==> config.mk <==
export PLATFORM = sky130hd
export DESIGN_NAME = mem_arbiter
export DESIGN_NICKNAME = d
export VERILOG_FILES = /design/src/rtl/mem_arb_pkg.sv /design/src/rtl/mem_arbiter_pick.sv /design/src/rtl/mem_arbiter.sv
export SDC_FILE = /design/constraint.sdc
export NUM_CORES = 1
export LEC_CHECK = 0
export ABC_AREA = 1
export CORE_MARGIN = 5
export CORE_UTILIZATION = 28
export CTS_CLUSTER_SIZE = 10
export DETAILED_ROUTE_END_ITERATION = 8
export PLACE_DENSITY = 0.55
export SLEW_MARGIN = 20
export SYNTH_ARGS = -nofsm -noshare
export SYNTH_HDL_FRONTEND = slang
export SYNTH_SLANG_ARGS = --single-unit
export TNS_END_PERCENT = 30
==> constraint.sdc <==
create_clock -name clk -period 5.2 [get_ports clk]
set_clock_uncertainty 0.2 [all_clocks]
set_input_delay 1.04 -clock clk [delete_from_list [all_inputs] [get_ports clk]]
set_output_delay 1.04 -clock clk [all_outputs]
set_load 0.05 [all_outputs]
==> src/rtl/mem_arb_pkg.sv <==
// Shared types and constants for the two-client memory arbiter.
// Imported by the arbiter top and its winner-pick helper.
package mem_arb_pkg;

  localparam int ADDR_W_D = 10;
  localparam int DATA_W_D = 20;

  localparam logic CLI0 = 1'b0;
  localparam logic CLI1 = 1'b1;

  typedef enum logic [1:0] {
    ST_IDLE = 2'b00,
    ST_BUSY = 2'b01,
    ST_GAP  = 2'b10
  } arb_st_e;

  function automatic logic [1:0] cli_onehot(
    input logic id
  );
    return id ? 2'b10 : 2'b01;
  endfunction

endpackage

==> src/rtl/mem_arbiter_pick.sv <==
// Two-way round-robin winner selection with optional
// write-back lock that keeps the last writer on the port.
module arb_rr_pick
  import mem_arb_pkg::*;
(
  input  logic [1:0] req,
  input  logic       rr_last,
  input  logic       lock_en,
  input  logic       last_was_write,
  output logic       any,
  output logic       win
);

  logic w_keep;

  always_comb begin
    w_keep = lock_en & last_was_write & req[rr_last];
    any    = |req;
    win    = CLI0;
    priority case (1'b1)
      w_keep:         win = rr_last;
      (req == 2'b11): win = ~rr_last;
      req[1]:         win = CLI1;
      default:        win = CLI0;
    endcase
  end

endmodule

==> src/rtl/mem_arbiter.sv <==
// Shares one memory port between two cache clients:
// round-robin grant, optional write-back lock, watchdog.
module mem_arbiter
  import mem_arb_pkg::*;
#(
  parameter int ADDR_W  = ADDR_W_D,
  parameter int DATA_W  = DATA_W_D,
  parameter int LOCK_WB = 1,
  parameter int TIMEOUT = 64
) (
  input  logic              clk,
  input  logic              rst,
  input  logic              c0_req,
  input  logic              c0_rw,
  input  logic [ADDR_W-1:0] c0_addr,
  input  logic [DATA_W-1:0] c0_wdata,
  output logic [DATA_W-1:0] c0_rdata,
  output logic              c0_ready,
  input  logic              c1_req,
  input  logic              c1_rw,
  input  logic [ADDR_W-1:0] c1_addr,
  input  logic [DATA_W-1:0] c1_wdata,
  output logic [DATA_W-1:0] c1_rdata,
  output logic              c1_ready,
  output logic              mem_req,
  output logic              mem_rw,
  output logic [ADDR_W-1:0] mem_addr,
  output logic [DATA_W-1:0] mem_data_in,
  input  logic [DATA_W-1:0] mem_data_out,
  input  logic              mem_ready,
  output logic [1:0]        grant,
  output logic              timeout_err
);

  localparam int WD_W = (TIMEOUT > 1) ? $clog2(TIMEOUT) : 1;
  localparam logic [WD_W-1:0] WD_LAST =
    WD_W'((TIMEOUT == 0) ? 0 : TIMEOUT - 1);

  arb_st_e r_state;
  arb_st_e w_nxt;

  logic              w_any;
  logic              w_win;
  logic              w_start;
  logic              w_done;
  logic              w_to;
  logic              w_expire;
  logic [DATA_W-1:0] w_rd;

  logic              r_owner;
  logic              r_rr_last;
  logic              r_lww;
  logic [WD_W-1:0]   r_wd;
  logic              r_mem_req;
  logic              r_mem_rw;
  logic [ADDR_W-1:0] r_mem_addr;
  logic [DATA_W-1:0] r_mem_wdata;
  logic [1:0]        r_gnt;
  logic              r_terr;
  logic              r_c0_ready;
  logic              r_c1_ready;
  logic [DATA_W-1:0] r_c0_rdata;
  logic [DATA_W-1:0] r_c1_rdata;

  arb_rr_pick u_pick (
    .req            ({c1_req, c0_req}),
    .rr_last        (r_rr_last),
    .lock_en        (LOCK_WB != 0),
    .last_was_write (r_lww),
    .any            (w_any),
    .win            (w_win)
  );

  assign w_expire = (TIMEOUT != 0) && (r_wd == WD_LAST);

  always_ff @(posedge clk or posedge rst) begin
    if (rst) r_state <= ST_IDLE;
    else     r_state <= w_nxt;
  end

  always_comb begin
    w_nxt   = r_state;
    w_start = 1'b0;
    w_done  = 1'b0;
    w_to    = 1'b0;
    unique case (r_state)
      ST_IDLE: begin
        if (w_any) begin
          w_nxt   = ST_BUSY;
          w_start = 1'b1;
        end
      end
      ST_BUSY: begin
        if (mem_ready) begin
          w_nxt  = ST_GAP;
          w_done = 1'b1;
        end else if (w_expire) begin
          w_nxt  = ST_GAP;
          w_done = 1'b1;
          w_to   = 1'b1;
        end
      end
      ST_GAP:  w_nxt = ST_IDLE;
      default: w_nxt = ST_IDLE;
    endcase
  end

  // writes echo the latched data back to the client
  assign w_rd = w_to     ? '0 :
                r_mem_rw ? r_mem_wdata : mem_data_out;

  always_ff @(posedge clk or posedge rst) begin
    if (rst) begin
      r_owner     <= CLI0;
      r_rr_last   <= CLI1;
      r_lww       <= 1'b0;
      r_wd        <= '0;
      r_mem_req   <= 1'b0;
      r_mem_rw    <= 1'b0;
      r_mem_addr  <= '0;
      r_mem_wdata <= '0;
      r_gnt       <= 2'b00;
      r_terr      <= 1'b0;
      r_c0_ready  <= 1'b0;
      r_c1_ready  <= 1'b0;
      r_c0_rdata  <= '0;
      r_c1_rdata  <= '0;
    end else begin
      r_c0_ready <= 1'b0;
      r_c1_ready <= 1'b0;
      if (w_start) begin
        r_owner     <= w_win;
        r_mem_req   <= 1'b1;
        r_gnt       <= cli_onehot(w_win);
        r_mem_rw    <= w_win ? c1_rw    : c0_rw;
        r_mem_addr  <= w_win ? c1_addr  : c0_addr;
        r_mem_wdata <= w_win ? c1_wdata : c0_wdata;
        r_wd        <= '0;
      end
      if (r_state == ST_BUSY && TIMEOUT != 0)
        r_wd <= r_wd + WD_W'(1);
      if (w_done) begin
        r_mem_req <= 1'b0;
        r_gnt     <= 2'b00;
        r_rr_last <= r_owner;
        r_lww     <= r_mem_rw;
        if (w_to) r_terr <= 1'b1;
        if (r_owner) begin
          r_c1_ready <= 1'b1;
          r_c1_rdata <= w_rd;
        end else begin
          r_c0_ready <= 1'b1;
          r_c0_rdata <= w_rd;
        end
      end
    end
  end

  assign mem_req     = r_mem_req;
  assign mem_rw      = r_mem_rw;
  assign mem_addr    = r_mem_addr;
  assign mem_data_in = r_mem_wdata;
  assign grant       = r_gnt;
  assign timeout_err = r_terr;
  assign c0_ready    = r_c0_ready;
  assign c1_ready    = r_c1_ready;
  assign c0_rdata    = r_c0_rdata;
  assign c1_rdata    = r_c1_rdata;

endmodule

==> metrics <==
status finished clean; hold_ws 0.283 ns; P_int 2350 uW; Die Width 133 um; slowest stage cell, crit path clkdlybuf4s50_1; commonest non-fill, non-tap cell in the layout nand2_1; final hold vios 0; RSZ-0062 raised after global routing false; placed instance area 5980 um2; hold buffers post-CTS 0; Die Height 133 um; initial antenna violation count 0; Total Wirelength 13200 um; Seq/Total Area, Yosys 51.6%; Setup CP Type register to output pin; Placer Congestion 0.794; CP bufs+invs 1; R2R setup slack 3.01 ns; largest area contributor in the netlist dfrtp_1; Syn Area/Cell 7.98 um2; largest net degree at the start of global routing 55; initial core utilization 28.3%; postcts setup bufs 0; Post-Synthesis Cells 535; nature of the critical path endpoint output pin; DR vias 3934; n_diodes 0; CP Max Fanout 23; fill count 1519; I/O Pins 164; R2R depth 5; routed length per instance 15.0 um; Critical Path AT 2.11 ns; die area 17800 um2; P_leak 0.00310 uW; Placement Setup Slack 1.87 ns; min Tclk post-route 3.35 ns; combinational share of power 54.6%; family with the most delay on the worst path buffers and inverters; Buffers on Ports 163; cell row count 45; Clock Latency Late Sink 0.34 ns; first-pass GRT wire length 21200 um; design area 6360 um2; fmax 299 MHz; Cell Pwr Density 716 nW/um2; Finish-stage setup viols 0; Max-Cap Viols 0; worst hold path type register to register; CP peak stage delay 0.94 ns; Startpoint Class register; Setup Total Neg Slack 0 ns; Layout Nets 771; setup ws final 1.85 ns; synth top area cells dfrtp_1, nand2_1, o21ai_2, nand3_1, buf_6; sequential power share 27.1%; CTS buffer count 9; core footprint 15100 um2; #FFs+latches synth 88; Vias/cell 4.49; H-tree depth 3; switching power total 2210 uW; CTS clk-pin slew, worst paths 0.06 ns; CTS tree done; CTS resizes 0; DR pass1 iterations 4; switch share 48.4%; GR Overflow Total 0; post-synth cell types 27; Total GRT Usage 15.0%; reg2reg end c0_rdata[10]; vias in the first global route 4072; Routed Antenna Nets 0; Clock Power Share 18.3%; drt initial violations 258; r2r startpoint mem_rw; clk buf depth 2; Hold Path End c1_rdata[17]; Synth Warn # 0; worst path required time 3.96 ns; worst hold path depth 2; share of layout cells above drive strength 1 8.72%; Clock Sinks 88; Post-Syn Nets 623; hold wc startpoint c1_rdata[17]; most frequent cells in the layout nand2_1, clkdlybuf4s50_1, dfrtp_1; Root Driver clkbuf_16; P&R area growth vs syn 49.0%; Period Utilization, post-route 64.3%; DRC violations left 0; Worst-Margin Slew 0.816 ns; Max-slew headroom 45.5%; peak supply drop 0.369 mV; Pins Over Slew Limit 0; dpl hpwl 9630 um; Netlist Area Pre-Place 4270 um2; top cell type's share of synthesized area 51.0%; cells along the critical path clkdlybuf4s50_1
[final cells by class]
type	instances	area, um2	area share [%]
repair buffers	167	1660	26.1
flip-flops and latches	88	2200	34.6
multi-input cells	400	1810	28.5
well taps	188	235	3.70
inverters	17	66.3	1.04
clock inverters	6	155	2.44
clock buffers	10	229	3.60
[through the flow]
stage / utilization (%) / instances / power (uW)
2_1_floorplan: - / 535 / 2920
3_3_place_gp: 39.6 / 860 / 3730
3_5_place_dp: 39.6 / 860 / 3760
4_1_cts: 42.1 / 876 / 4620
5_1_grt: 42.2 / 876 / 4830
6_report: 42.2 / 876 / 4560
[worst register-to-register path: stages, from the launching register on]
cell     delay [ns]
dfrtp_1        0.82
inv_1          0.57
nand2_1        0.18
nand2_1        0.08
nand2_1        0.11
o21ai_1        0.09
[kinds of logic after synthesis]
group                      Yosys count  synth area share [%]
and+or+nand+nor                    346                  32.7
DFF                                 88                  51.6
AOI/OAI and AO/OA                   52                  9.17
buffers and inverters               47                  6.01
xor gates and xnor gates             1                 0.205
adders and majority gates            1                 0.293
[state kept, by name, summed over array words and instances (netlist names), 2 cells and up]
signal       cells
c0_rdata        20
c1_rdata        20
mem_data_in     20
mem_addr        10
r_wd             6
grant            2
r_state          2
[how the worst max path moves through the flow]
| stage | end | start | depth (start not counted) | slack (ns) |
|---|---|---|---|---|
| after floorplan | c0_rdata[0] | rst | 1 | 1.68 |
| after global placement | mem_data_in[7] | c1_req | 7 | 1.93 |
| after detailed placement | mem_data_in[11] | c1_req | 7 | 1.87 |
| after CTS | mem_rw | mem_rw | 1 | 1.81 |
| after global routing | mem_rw | mem_rw | 1 | 1.70 |
| final | mem_rw | mem_rw | 1 | 1.85 |
[routing by layer]
layer / share of wire, % / GRT usage (%) / vias up / wire, um
li1: - / - / 1967 / -
met2: 49 / 25.2 / 111 / 6500
met1: 44 / 18.8 / 1834 / 5750
met5: 0 / 0 / - / 0
met3: 3.8 / 2.42 / 22 / 502
met4: 3.0 / 7.37 / 0 / 394
[synth_stat cells, drive strengths merged]
library cell and instances:
a21oi 2, buf 22, clkbuf 8, dfrtp 87, dfstp 1, ha 1, inv 17, nand2 292
nand3 41, nand4 1, nor2 10, nor3 1, o21ai 48, o21bai 1, o22ai 1, or2 1
xor2 1
[power groups by stage]
stage	registers, uW	clock network (uW)	logic, uW
5_1_grt	1280	882	2660
2_1_floorplan	2130	0	793
4_1_cts	1240	861	2520
6_report	1230	836	2490
3_5_place_dp	1250	0	2510
3_3_place_gp	1240	0	2490
Note: power is estimated with default switching activity, not from simulation.
